### config.mk
export PLATFORM = sky130hd
export DESIGN_NAME = ram_stream_reader
export DESIGN_NICKNAME = d
export VERILOG_FILES = /design/src/rtl/ram_stream_reader.sv
export SDC_FILE = /design/constraint.sdc
export NUM_CORES = 1
export LEC_CHECK = 0
export ABC_AREA = 1
export CAP_MARGIN = 10
export CORE_ASPECT_RATIO = 0.8
export CORE_MARGIN = 8
export CORE_UTILIZATION = 44
export DETAILED_ROUTE_END_ITERATION = 16
export PLACE_DENSITY_LB_ADDON = 0.15
export SYNTH_ARGS = -nofsm -noshare
export SYNTH_HDL_FRONTEND = slang
export SYNTH_SLANG_ARGS = --single-unit
export TNS_END_PERCENT = 50
### constraint.sdc
create_clock -name i_clk -period 4.28 [get_ports i_clk]
set_clock_uncertainty 0.05 [all_clocks]
set_input_delay 0.856 -clock i_clk [delete_from_list [all_inputs] [get_ports i_clk]]
set_output_delay 0.856 -clock i_clk [all_outputs]
set_load 0.03 [all_outputs]
### src/rtl/ram_stream_reader.sv
// ram_stream_reader: walks a contiguous RAM address range on start, absorbs the
// RAM read latency and streams the returned words out in address order.
// Ports:
//   i_clk, i_rst_n      clock, asynchronous active-low reset
//   i_start             one-cycle job strobe, honoured only when idle
//   i_base_addr         first address of the job
//   i_num_words         word count 0..2^ADDR_WIDTH
//   o_busy, o_done      job in progress / one-cycle completion pulse
//   o_read_req/addr     RAM read port request and address
//   i_read_data         RAM read data, valid LAT cycles after the request
//   o_m_valid/data      output stream, i_m_ready is the downstream accept
module ram_stream_reader #(
  parameter int DATA_WIDTH = 10,
  parameter int ADDR_WIDTH = 12,
  parameter int OUTPUT_REG = 1,
  parameter int FIFO_DEPTH = 4
) (
  input  logic                  i_clk,
  input  logic                  i_rst_n,
  input  logic                  i_start,
  input  logic [ADDR_WIDTH-1:0] i_base_addr,
  input  logic [ADDR_WIDTH:0]   i_num_words,
  output logic                  o_busy,
  output logic                  o_done,
  output logic                  o_read_req,
  output logic [ADDR_WIDTH-1:0] o_read_addr,
  input  logic [DATA_WIDTH-1:0] i_read_data,
  output logic                  o_m_valid,
  output logic [DATA_WIDTH-1:0] o_m_data,
  input  logic                  i_m_ready
);
  localparam int LAT = 1 + OUTPUT_REG;
  localparam int PW = (FIFO_DEPTH > 1) ? $clog2(FIFO_DEPTH) : 1;
  localparam int CW = $clog2(FIFO_DEPTH + LAT) + 1;
  localparam logic [ADDR_WIDTH:0] ONE = 1;
  typedef enum logic [1:0] {IDLE, ISSUE, DRAIN, DONE} state_t;
  state_t                r_state;
  logic [ADDR_WIDTH-1:0] r_addr;
  logic [ADDR_WIDTH:0]   r_rem;
  logic [LAT-1:0]        r_pipe;
  logic [DATA_WIDTH-1:0] r_mem [FIFO_DEPTH];
  logic [PW-1:0]         r_wptr, r_rptr;
  logic [CW-1:0]         r_count, w_inflight;
  logic                  w_req, w_push, w_pop, w_drained;
  always_comb begin
    w_inflight = '0;
    for (int i = 0; i < LAT; i++) w_inflight = w_inflight + CW'(r_pipe[i]);
  end
  // Credit uses the registered count only, so a same-cycle pop never lets the
  // FIFO plus in-flight reads exceed its depth.
  assign w_req = (r_state == ISSUE) && (r_rem != '0) && ((r_count + w_inflight) < CW'(FIFO_DEPTH));
  assign w_push = r_pipe[LAT-1];
  assign w_pop = (r_count != '0) && i_m_ready;
  // Leaving DRAIN on the final pop puts done in the cycle right after it.
  assign w_drained = (w_inflight == '0) && (r_count == CW'(w_pop));
  always_ff @(posedge i_clk or negedge i_rst_n) begin
    if (!i_rst_n) begin
      r_state <= IDLE;
      r_addr  <= '0;
      r_rem   <= '0;
      r_pipe  <= '0;
      r_wptr  <= '0;
      r_rptr  <= '0;
      r_count <= '0;
    end else begin
      r_pipe[0] <= w_req;
      for (int i = 1; i < LAT; i++) r_pipe[i] <= r_pipe[i-1];
      r_count <= r_count + CW'(w_push) - CW'(w_pop);
      if (w_push) r_wptr <= r_wptr + PW'(1);
      if (w_pop) r_rptr <= r_rptr + PW'(1);
      if (w_req) begin
        r_addr <= r_addr + ADDR_WIDTH'(1);
        r_rem  <= r_rem - ONE;
      end
      case (r_state)
        IDLE:
          if (i_start) begin
            r_addr  <= i_base_addr;
            r_rem   <= i_num_words;
            r_state <= (i_num_words == '0) ? DONE : ISSUE;
          end
        ISSUE: if (w_req && r_rem == ONE) r_state <= DRAIN;
        DRAIN: if (w_drained) r_state <= DONE;
        default: r_state <= IDLE;
      endcase
    end
  end
  always_ff @(posedge i_clk) begin
    if (w_push) r_mem[r_wptr] <= i_read_data;
  end
  assign o_busy = (r_state == ISSUE) || (r_state == DRAIN);
  assign o_done = (r_state == DONE);
  assign o_read_req = w_req;
  assign o_read_addr = r_addr;
  assign o_m_valid = (r_count != '0);
  assign o_m_data = o_m_valid ? r_mem[r_rptr] : '0;
endmodule

==> results by group, run 1 <==
CTS
  – Latest clock arrival within the worst-skew pair: 0.34 ns
  – Root buffer cell: clkbuf_16
  – Number of buffers on the longest clock path: 2
  – TritonCTS Buffers: 9
  – Number of buffers added for setup after CTS: 0
  – Total number of H-tree levels: 3
  – Reg clk slew, reported paths: 0.06 ns
  – Clock tree from TritonCTS: done
  – CTS resizes: 0
  – # hold bufs at CTS: 0
  – Count of clock tree sinks: 77

Floorplan
  – Area of the die: 0.0133 sq mm
  – Die extent in y: 105 microns
  – Top-Level Pins: 65
  – Core box area: 0.00961 sq mm
  – Core Rows: 32
  – Starting Density: 0.451
  – Die width: 127 microns

Yosys
  – EDFF count, synth: 40
  – Part of the Yosys area used for sequential elements: 0.491
  – Number of unique standard cell types used by synthesis: 29
  – Flop and latch count out of synthesis: 77
  – Leading register cell type out of synthesis: edfxtp_1
  – Post-Syn Instances: 533
  – Most common library cells after synthesis: 135 x nand2_1, 79 x inv_1, 69 x nor2_1
  – Average footprint of a synthesized cell: 8.12 sq um
  – Synth Warn #: 0
  – Most frequently used cell type in the post-synthesis netlist: nand2_1
  – Fraction of post-synthesis cell area in the top cell type by area: 0.277
  – Top cell type by total area after synthesis: edfxtp_1
  – Total standard cell area after synthesis: 0.00433 sq mm
  – Leading post-synthesis cells by cell area: edfxtp_1 28%, dfrtp_1 21%, nand2_1 12%
  – Fraction of synthesis flops using an asynchronous set or reset pin: 0.481
  – Total nets after synthesis: 593

Setup path
  – Stage delay of the slowest cell on the critical path: 0.71 ns
  – Type of the worst setup path: register to output pin
  – Req. time, crit path: 3.37 ns
  – Minimum setup slack among reg-to-reg paths: 1.85 ns
  – Data arrival time of the critical path: 2.59 ns
  – Startpoint class of the critical path: register
  – Cell with the largest stage delay on the worst path: clkdlybuf4s50_1
  – Worst-path cell chain: inv_1, o21ai_0, a21oi_1, clkdlybuf4s50_1
  – Worst Setup End Kind: output pin
  – Crit-path max FO: 22

Timing
  – Post-layout min period: 3.50 ns
  – Worst slew margin: 0.408
  – Final setup violating endpoints: 0
  – Crit path setup slack, layout: 0.780 ns
  – Hold Violations, Final: 0
  – Actual transition at the worst max-transition pin: 0.888 ns
  – Max Clk Rate: 286 MHz
  – Unrepaired setup endpoints after global routing: false
  – Final sum of negative setup slack: 0 ns
  – Final Max Slew Viols: 0
  – Final worst path period share: 0.818

Place
  – Final weighted congestion in routability-driven placement: 0.805
  – DP HPWL: 6.96 mm
  – Port Buffers: 64
  – Cell count after placement: 702
  – Setup WS pre-CTS: 1.13 ns

Cells and area
  – Filler instances: 877
  – Number of diodes: 0
  – Ratio of cells with drive above 1 in the final layout: 0.0701
  – Total area of multi-input combinational cells: 0.00182 sq mm
  – Non-filler cells, final: 718
  – Sequential cell area in the final layout: 0.00213 sq mm
  – Area overhead of the layout relative to synthesis: 23.8%
  – Net count reported at finish: 654

Pwr
  – Sequential Power Share: 0.315
  – Switching fraction of total power: 0.432
  – P per Cell Area: 740 mW/mm^2
  – Peak supply drop: 0.385 mV
  – Portion of total power attributed to the clock network: 0.203
  – Internal portion of total power: 2260 uW
  – Standby leakage power: 0.00251 uW
  – Net load switching power: 1710 uW
  – Total Power: 3970 uW
  – Part of the power in combinational logic: 0.483

Global routing
  – Total GRT Usage: 0.152
  – Via count of the first global-routing pass: 3524
  – Wire length of the first global-routing pass: 16.5 mm
  – Total gr overflow: 0
  – Initial antenna violation count: 0
  – Maximum number of pins on one net before global-route repair: 38

Route
  – Vias after detailed routing: 3415
  – Total detailed-routing wirelength: 9.57 mm
  – Average detailed-routed wire length per instance: 13.3 microns
  – Final antenna-violating net count: 0
  – 1st-iter DRT viols: 202
  – DR pass1 iterations: 4
  – Detail-routed via count per cell: 4.76
  – Detailed-route DRC error count: 0

Job
  – Number of maximum-capacitance constraint violations: 0

Outcome
  – Outcome: complete, no violations

Hold path
  – Class of the tightest hold or removal check: register to register
-- stage by stage --
stage               instance area [sq um]  hold slack [ns]  utilization
finish                               5360            0.371        0.558
global route                         5360            0.393        0.558
CTS                                  5360            0.380        0.558
detailed placement                   5050            0.359        0.525
global placement                     5050            0.353        0.525
floorplan                            4330            0.330            -
-- cells by family after synthesis --
logic type / share of synthesized area
DFF: 0.491
buffers and inverters: 0.0896
AOI/OAI and AO/OA: 0.0543
and+or+nand+nor: 0.274
adders and majority gates: 0.0624
xor gates and xnor gates: 0.0283
-- state kept, by name, summed over array words and instances (netlist names) --
register     count
r_wptr           2
r_mem           40
r_pipe           2
r_count          4
r_state          2
r_rptr           2
o_read_addr     12
r_rem           13
-- layout make-up --
| class | instances | area share |
|---|---|---|
| timing repair buffer | 66 | 0.121 |
| multi-input combinational | 359 | 0.339 |
| inverter | 81 | 0.0567 |
| clock inverter | 6 | 0.0159 |
| tap | 119 | 0.0278 |
| sequential | 77 | 0.397 |
| clock buffer | 10 | 0.0427 |
-- critical path: cells and delay by family (launching register included) --
kind	cells	cell delay [ns]
compound gates	2	0.38
flops	1	0.63
buf+inv	2	1.24
-- power by group through the flow --
stage / Sequential, uW / Combinational [uW] / Clock (uW)
after floorplan: 1280 / 1300 / 0
after global placement: 1260 / 1890 / 0
after detailed placement: 1260 / 1930 / 0
after CTS: 1250 / 1940 / 823
after global routing: 1290 / 2170 / 854
final: 1250 / 1920 / 804
-- layout by cell type, fill, tap and decap left out --
cell / instances
clkdlybuf4s50_1: 63
o21ai_0: 27
fa_1: 1
bufinv_16: 2
nor2_2: 5
edfxtp_1: 40
inv_6: 2
o211ai_1: 1
buf_2: 1
nand3_1: 39
nor2_4: 1
ha_1: 20
clkbuf_1: 1
a21o_1: 1
xnor2_1: 4
or2_2: 11
nand4_1: 6
o22ai_1: 1
inv_1: 79
a21oi_1: 14
dfrtp_1: 37
nor3_1: 4
nand2_2: 8
nor2_1: 69
clkbuf_16: 9
nand2_1: 135
buf_4: 2
clkinv_1: 4
nand3b_1: 1
o21ai_2: 1
xor2_1: 10
-- path summary, 6_finish.rpt --
path | startpoint | endpoint | depth (start not counted)
max | r_rptr[0] | o_m_data[4] | 4
min | r_pipe[0] | r_pipe[1] | 0
max reg2reg | r_pipe[1] | r_rem[2] | 12
min reg2reg | r_pipe[0] | r_pipe[1] | 0
max in group asynchronous | i_rst_n | o_read_addr[8] | 1
min in group asynchronous | i_rst_n | r_rem[11] | 1
-- routing by layer --
metal / vias to the layer above / track usage / wire length (microns)
met5: - / 0 / 0
met4: 0 / 0.0458 / 125
met3: 9 / 0.0482 / 589
met2: 75 / 0.235 / 4250
met1: 1538 / 0.199 / 4600
li1: 1793 / - / -
Note: power is estimated with default switching activity, not from simulation.
==> inputs of run 2 (changes only) <==
==> constraint.sdc (replaced) <==
create_clock -name i_clk -period 3.4 [get_ports i_clk]
set_clock_uncertainty 0.05 [all_clocks]
set_input_delay 0.68 -clock i_clk [delete_from_list [all_inputs] [get_ports i_clk]]
set_output_delay 0.68 -clock i_clk [all_outputs]
set_load 0.03 [all_outputs]
==> results by group, run 2 (same netlist as run 1, synthesis figures left out) <==
Outcome
  – Outcome: complete, no violations

Timing
  – Worst hold-check slack: 0.367 ns (-0.00418 ns)
  – Max Clk Rate: 317 MHz
  – Final worst path period share: 0.927
  – Final sum of negative setup slack: 0 ns (unchanged)
  – Final setup violating endpoints: 0 (unchanged)
  – Hold Violations, Final: 0 (unchanged)
  – Actual transition at the worst max-transition pin: 0.891 ns (+0.00371 ns)
  – Final Max Slew Viols: 0 (unchanged)
  – Post-layout min period: 3.15 ns
  – Worst slew margin: 0.406 (-0.00247)
  – Unrepaired setup endpoints after global routing: false

Job
  – Number of maximum-capacitance constraint violations: 0 (unchanged)

Global routing
  – Initial antenna violation count: 0 (unchanged)
  – Via count of the first global-routing pass: 3506 (-0.51%)
  – Maximum number of pins on one net before global-route repair: 38 (unchanged)
  – Total gr overflow: 0 (unchanged)
  – Wire length of the first global-routing pass: 16.7 mm (+1.1%)
  – Total GRT Usage: 0.154 (+0.00213)

Cells and area
  – Number of diodes: 0 (unchanged)
  – Flip-flop count of the largest register after layout: 40 (unchanged)
  – Area overhead of the layout relative to synthesis: 23.8% (about the same)
  – Net count reported at finish: 656 (+0.31%)
  – Register ranked first by flip-flop count: r_mem
  – Most frequent standard cell in the layout excluding fill and tap cells: nand2_1
  – Sequential cell area in the final layout: 0.00213 sq mm (unchanged)
  – Filler instances: 880 (+0.34%)
  – Total area of multi-input combinational cells: 0.00182 sq mm (unchanged)
  – Ratio of cells with drive above 1 in the final layout: 0.0782 (+0.00809)
  – Commonest cells after routing, fill and taps aside: 135 x nand2_1, 79 x inv_1, 69 x nor2_1

Floorplan
  – Top-Level Pins: 65 (unchanged)
  – Core Rows: 32 (unchanged)
  – Die extent in y: 105 microns (unchanged)
  – Area of the die: 0.0133 sq mm (unchanged)
  – Core box area: 0.00961 sq mm (unchanged)
  – Die width: 127 microns (unchanged)
  – Starting Density: 0.451 (unchanged)

Setup path
  – Worst-path cell chain: inv_1, ha_1, inv_1, nor2_1, nand2_1, clkinv_1, a21oi_1, clkdlybuf4s50_1
  – Data arrival time of the critical path: 2.42 ns (-0.17 ns)
  – Stage delay of the slowest cell on the critical path: 0.71 ns (about the same)
  – Cell with the largest stage delay on the worst path: clkdlybuf4s50_1
  – Capture instance of the worst register-to-register path: o_read_addr[4]
  – Worst Reg2Reg Path Length in Cells: 12 (unchanged)
  – Top cell by count, worst path: inv_1
  – Req. time, crit path: 2.67 ns (-0.70 ns)
  – Delay-heaviest family, CP: buffers and inverters
  – Minimum setup slack among reg-to-reg paths: 0.94 ns (-0.91 ns)
  – Type of the worst setup path: register to output pin
  – Beginning of the worst register-to-register path: r_pipe[1]
  – Buffers plus inverters on the worst setup path: 4 (+2)
  – Worst Setup End Kind: output pin
  – Startpoint class of the critical path: register
  – Crit-path max FO: 10 (-55%)

Place
  – DP HPWL: 6.90 mm (-0.88%)
  – Final weighted congestion in routability-driven placement: 0.769 (-4.4%)
  – Port Buffers: 64 (unchanged)

Route
  – DR pass1 iterations: 4 (unchanged)
  – Final antenna-violating net count: 0 (unchanged)
  – Average detailed-routed wire length per instance: 13.5 microns (+1.6%)
  – Detailed-route DRC error count: 0 (unchanged)
  – Total detailed-routing wirelength: 9.75 mm (+1.8%)
  – 1st-iter DRT viols: 248 (+23%)
  – Vias after detailed routing: 3433 (+0.53%)
  – Detail-routed via count per cell: 4.77 (+0.25%)

Hold path
  – Hold path startpoint: r_pipe[0]
  – Endpoint of the worst hold-timing path: r_pipe[1]
  – Worst hold path cell count: 0 (unchanged)
  – Class of the tightest hold or removal check: register to register

CTS
  – CTS resizes: 0 (unchanged)
  – Root buffer cell: clkbuf_16
  – Number of buffers on the longest clock path: 2 (unchanged)
  – Number of buffers added for setup after CTS: 0 (unchanged)
  – # hold bufs at CTS: 0 (unchanged)
  – TritonCTS Buffers: 9 (unchanged)
  – Reg clk slew, reported paths: 0.06 ns (about the same)
  – Count of clock tree sinks: 77 (unchanged)
  – Latest clock arrival within the worst-skew pair: 0.34 ns (about the same)
  – Total number of H-tree levels: 3 (unchanged)
  – Clock tree from TritonCTS: done

Pwr
  – Sequential Power Share: 0.309 (-0.006)
  – P per Cell Area: 927 mW/mm^2 (+25%)
  – Peak supply drop: 0.445 mV (+16%)
  – Switching fraction of total power: 0.440 (+0.00780)
  – Portion of total power attributed to the clock network: 0.195 (-0.008)
  – Standby leakage power: 0.00251 uW (about the same)
  – Internal portion of total power: 2790 uW (+24%)
  – Part of the power in combinational logic: 0.496 (+0.013)
  – Net load switching power: 2180 uW (+27%)
## run 2: cell types whose count changed in the layout (fill, tap and decap cells not counted), sizes merged
| cell | before | now |
|---|---|---|
| bufinv | 2 | 1 |
| clkinv | 4 | 3 |
| clkdlybuf4s50 | 63 | 62 |
| clkinvlp | 0 | 2 |
| buf | 3 | 6 |
## run 2: worst max-delay path by stage
| stage | cells after the start | slack, ns | start | end |
|---|---|---|---|---|
| 2_1_floorplan | 7 | 0.96 | r_count[2] | o_m_data[0] |
| 3_3_place_gp | 8 | 0.59 | r_count[2] | o_m_data[4] |
| 3_5_place_dp | 8 | 0.59 | r_count[2] | o_m_data[4] |
| 4_1_cts | 8 | 0.21 | r_count[2] | o_m_data[4] |
| 5_1_grt | 8 | 0.04 | r_count[2] | o_m_data[4] |
| 6_report | 8 | 0.25 | r_count[2] | o_m_data[4] |
## run 2: power by group through the flow
stage / Sequential [uW] / Clock, uW / Combinational (uW)
2_1_floorplan: 1610 / 0 / 1640
3_3_place_gp: 1540 / 0 / 2430
3_5_place_dp: 1550 / 0 / 2480
4_1_cts: 1540 / 983 / 2490
5_1_grt: 1580 / 1030 / 2790
6_report: 1540 / 970 / 2460
## run 2: metal layers
layer,vias up,part of all wire,track usage,wire length [microns]
li1,1794,-,-,-
met1,1561,0.49,0.206,4780
met2,67,0.44,0.229,4260
met3,11,0.060,0.0523,588
met4,0,0.013,0.0500,123
met5,-,0,0,0
## run 2: final cells by class
cell class	instances	share of cell area
inverters	81	0.0567
flip-flops and latches	77	0.397
clock inverters	6	0.0133
clock buffers	10	0.0427
repair buffers	68	0.124
well taps	119	0.0278
multi-input cells	359	0.339
## run 2: metrics by stage
step           area [sq um]  worst slack (ns)  total power [uW]  cells   util
6_report               5360             0.248              4970    720  0.558
5_1_grt                5360            0.0392              5410    720  0.558
4_1_cts                5360             0.205              5020    720  0.558
3_5_place_dp           5060             0.588              4030    704  0.526
3_3_place_gp           5060             0.591              3970    704  0.526
2_1_floorplan          4330             0.959              3250    533      -
==> inputs of run 3 (changes only) <==
--- a/config.mk
+++ b/config.mk
@@ -12,6 +12,7 @@
 export CORE_UTILIZATION = 44
 export DETAILED_ROUTE_END_ITERATION = 16
 export PLACE_DENSITY_LB_ADDON = 0.15
+export RECOVER_POWER = 50
 export SYNTH_ARGS = -nofsm -noshare
 export SYNTH_HDL_FRONTEND = slang
 export SYNTH_SLANG_ARGS = --single-unit
==> results by group, run 3 (same netlist as run 1, synthesis figures left out) <==
Pwr
  – Standby leakage power: 0.00251 uW (about the same)
  – P per Cell Area: 927 mW/mm^2 (about the same)
  – Peak supply drop: 0.445 mV (about the same)

Timing
  – Crit path setup slack, layout: 0.248 ns (-0.000153 ns)
  – Final sum of negative setup slack: 0 ns (unchanged)
  – Final worst path period share: 0.927 (about the same)
  – Max Clk Rate: 317 MHz (about the same)
  – Worst slew margin: -0.417 (-0.823)
  – Actual transition at the worst max-transition pin: 2.13 ns (+1.23 ns)
  – Final Max Slew Viols: 38 (+38)
  – Unrepaired setup endpoints after global routing: false
  – Hold Violations, Final: 0 (unchanged)
  – Final setup violating endpoints: 0 (unchanged)
  – Post-layout min period: 3.15 ns (+0.000153 ns)

Floorplan
  – Core box area: 0.00961 sq mm (unchanged)
  – Die extent in y: 105 microns (unchanged)
  – Area of the die: 0.0133 sq mm (unchanged)
  – Top-Level Pins: 65 (unchanged)
  – Die width: 127 microns (unchanged)
  – Starting Density: 0.451 (unchanged)
  – Core Rows: 32 (unchanged)

Route
  – Average detailed-routed wire length per instance: 13.5 microns (-0.14%)
  – Detailed-route DRC error count: 0 (unchanged)
  – 1st-iter DRT viols: 244 (-1.6%)
  – Total detailed-routing wirelength: 9.74 mm (-0.14%)
  – Vias after detailed routing: 3433 (unchanged)
  – Detail-routed via count per cell: 4.77 (unchanged)
  – Final antenna-violating net count: 0 (unchanged)
  – DR pass1 iterations: 4 (unchanged)

Global routing
  – M2 GR Usage: 0.229 (unchanged)
  – Via count of the first global-routing pass: 3506 (unchanged)
  – Total GRT Usage: 0.154 (unchanged)
  – Total gr overflow: 0 (unchanged)
  – Busiest layer in global routing: met2
  – Wire length of the first global-routing pass: 16.7 mm (unchanged)
  – Initial antenna violation count: 0 (unchanged)
  – Maximum number of pins on one net before global-route repair: 38 (unchanged)
  – Met1 Track Usage GR: 0.206 (unchanged)
  – Met3 usage in global routing: 0.0523 (unchanged)

Place
  – Setup WS pre-CTS: 0.588 ns (unchanged)
  – Port Buffers: 64 (unchanged)
  – Final weighted congestion in routability-driven placement: 0.769 (unchanged)
  – DP HPWL: 6.90 mm (unchanged)

CTS
  – Reg clk slew, reported paths: 0.06 ns (about the same)
  – TritonCTS Buffers: 9 (unchanged)
  – Count of clock tree sinks: 77 (unchanged)
  – Number of buffers on the longest clock path: 2 (unchanged)
  – Total number of H-tree levels: 3 (unchanged)
  – Clock tree from TritonCTS: done
  – Number of buffers added for setup after CTS: 0 (unchanged)
  – CTS resizes: 0 (unchanged)
  – # hold bufs at CTS: 0 (unchanged)
  – Latest clock arrival within the worst-skew pair: 0.34 ns (about the same)
  – Root buffer cell: clkbuf_16

Setup path
  – Crit-path max FO: 10 (unchanged)
  – Startpoint class of the critical path: register
  – Data arrival time of the critical path: 2.42 ns (about the same)
  – Req. time, crit path: 2.67 ns (about the same)
  – Minimum setup slack among reg-to-reg paths: 0.94 ns (about the same)
  – Type of the worst setup path: register to output pin
  – Worst Setup End Kind: output pin

Outcome
  – Outcome: finished with violations
  – Violations in the final reports: max-capacitance violations, max-slew violations

Cells and area
  – Number of diodes: 0 (unchanged)
  – Area overhead of the layout relative to synthesis: 23.7% (about the same)
  – Flip-flop count of the largest register after layout: 40 (unchanged)
  – Commonest cells after routing, fill and taps aside: 135 x nand2_1, 79 x inv_1, 69 x nor2_1
  – Most frequent standard cell in the layout excluding fill and tap cells: nand2_1
  – Net count reported at finish: 656 (unchanged)
  – Total area of multi-input combinational cells: 0.00182 sq mm (unchanged)
  – Ratio of cells with drive above 1 in the final layout: 0.0765 (-0.00166)
  – Sequential cell area in the final layout: 0.00213 sq mm (unchanged)
  – Register ranked first by flip-flop count: r_mem
  – Filler instances: 878 (-0.23%)

Job
  – Number of maximum-capacitance constraint violations: 1 (+1)

Hold path
  – Class of the tightest hold or removal check: register to register
[run 3: changes by cell type in the layout (fill, tap and decap cells not counted)]
| cell | before | now |
|---|---|---|
| buf_2 | 1 | 0 |
| clkbuf_1 | 1 | 2 |
| clkdlybuf4s50_1 | 62 | 52 |
| dlygate4sd3_1 | 0 | 10 |
[run 3: power breakdown]
part,switching [uW],internal [uW],leakage [uW],total (uW)
Sequential,280,1260,0.000789,1540
Clock,395,575,0.000140,970
Combinational,1510,952,0.00158,2460
[run 3: stage by stage]
stage / cells / hold slack [ns] / area (sq um) / power [uW] / util
after floorplan: 533 / 0.330 / 4330 / 3250 / -
after global placement: 704 / 0.347 / 5060 / 3970 / 0.526
after detailed placement: 704 / 0.350 / 5060 / 4030 / 0.526
after CTS: 720 / 0.363 / 5360 / 5020 / 0.558
after global routing: 720 / 0.380 / 5360 / 5400 / 0.558
final: 720 / 0.367 / 5360 / 4970 / 0.558
[run 3: final cells by class]
class,instances,share of cell area
sequential,77,0.397
multi-input combinational,359,0.339
inverter,81,0.0567
tap,119,0.0278
timing repair buffer,68,0.124
clock inverter,6,0.0133
clock buffer,10,0.0427
[run 3: final timing paths]
kind / startpoint / to / cells after the start
worst max-delay path: r_count[2] / o_m_data[4] / 8
min in group asynchronous: i_rst_n / r_rem[11] / 1
worst min-delay path: r_pipe[0] / r_pipe[1] / 0
worst min register to register: r_pipe[0] / r_pipe[1] / 0
max in group asynchronous: i_rst_n / r_rem[5] / 1
worst max register to register: r_pipe[1] / o_read_addr[4] / 12
[run 3: metal layers]
layer,share of wire,wire length (microns)
met3,0.062,603
met2,0.44,4250
met1,0.49,4760
met5,0,0
met4,0.013,123
[run 3: critical path: stages (launching register included)]
cell and delay (ns):
dfrtp_1 0.34, inv_1 0.07, ha_1 0.19, inv_1 0.05
nor2_1 0.04, nand2_1 0.10, clkinv_1 0.31, a21oi_1 0.27
clkdlybuf4s50_1 0.71
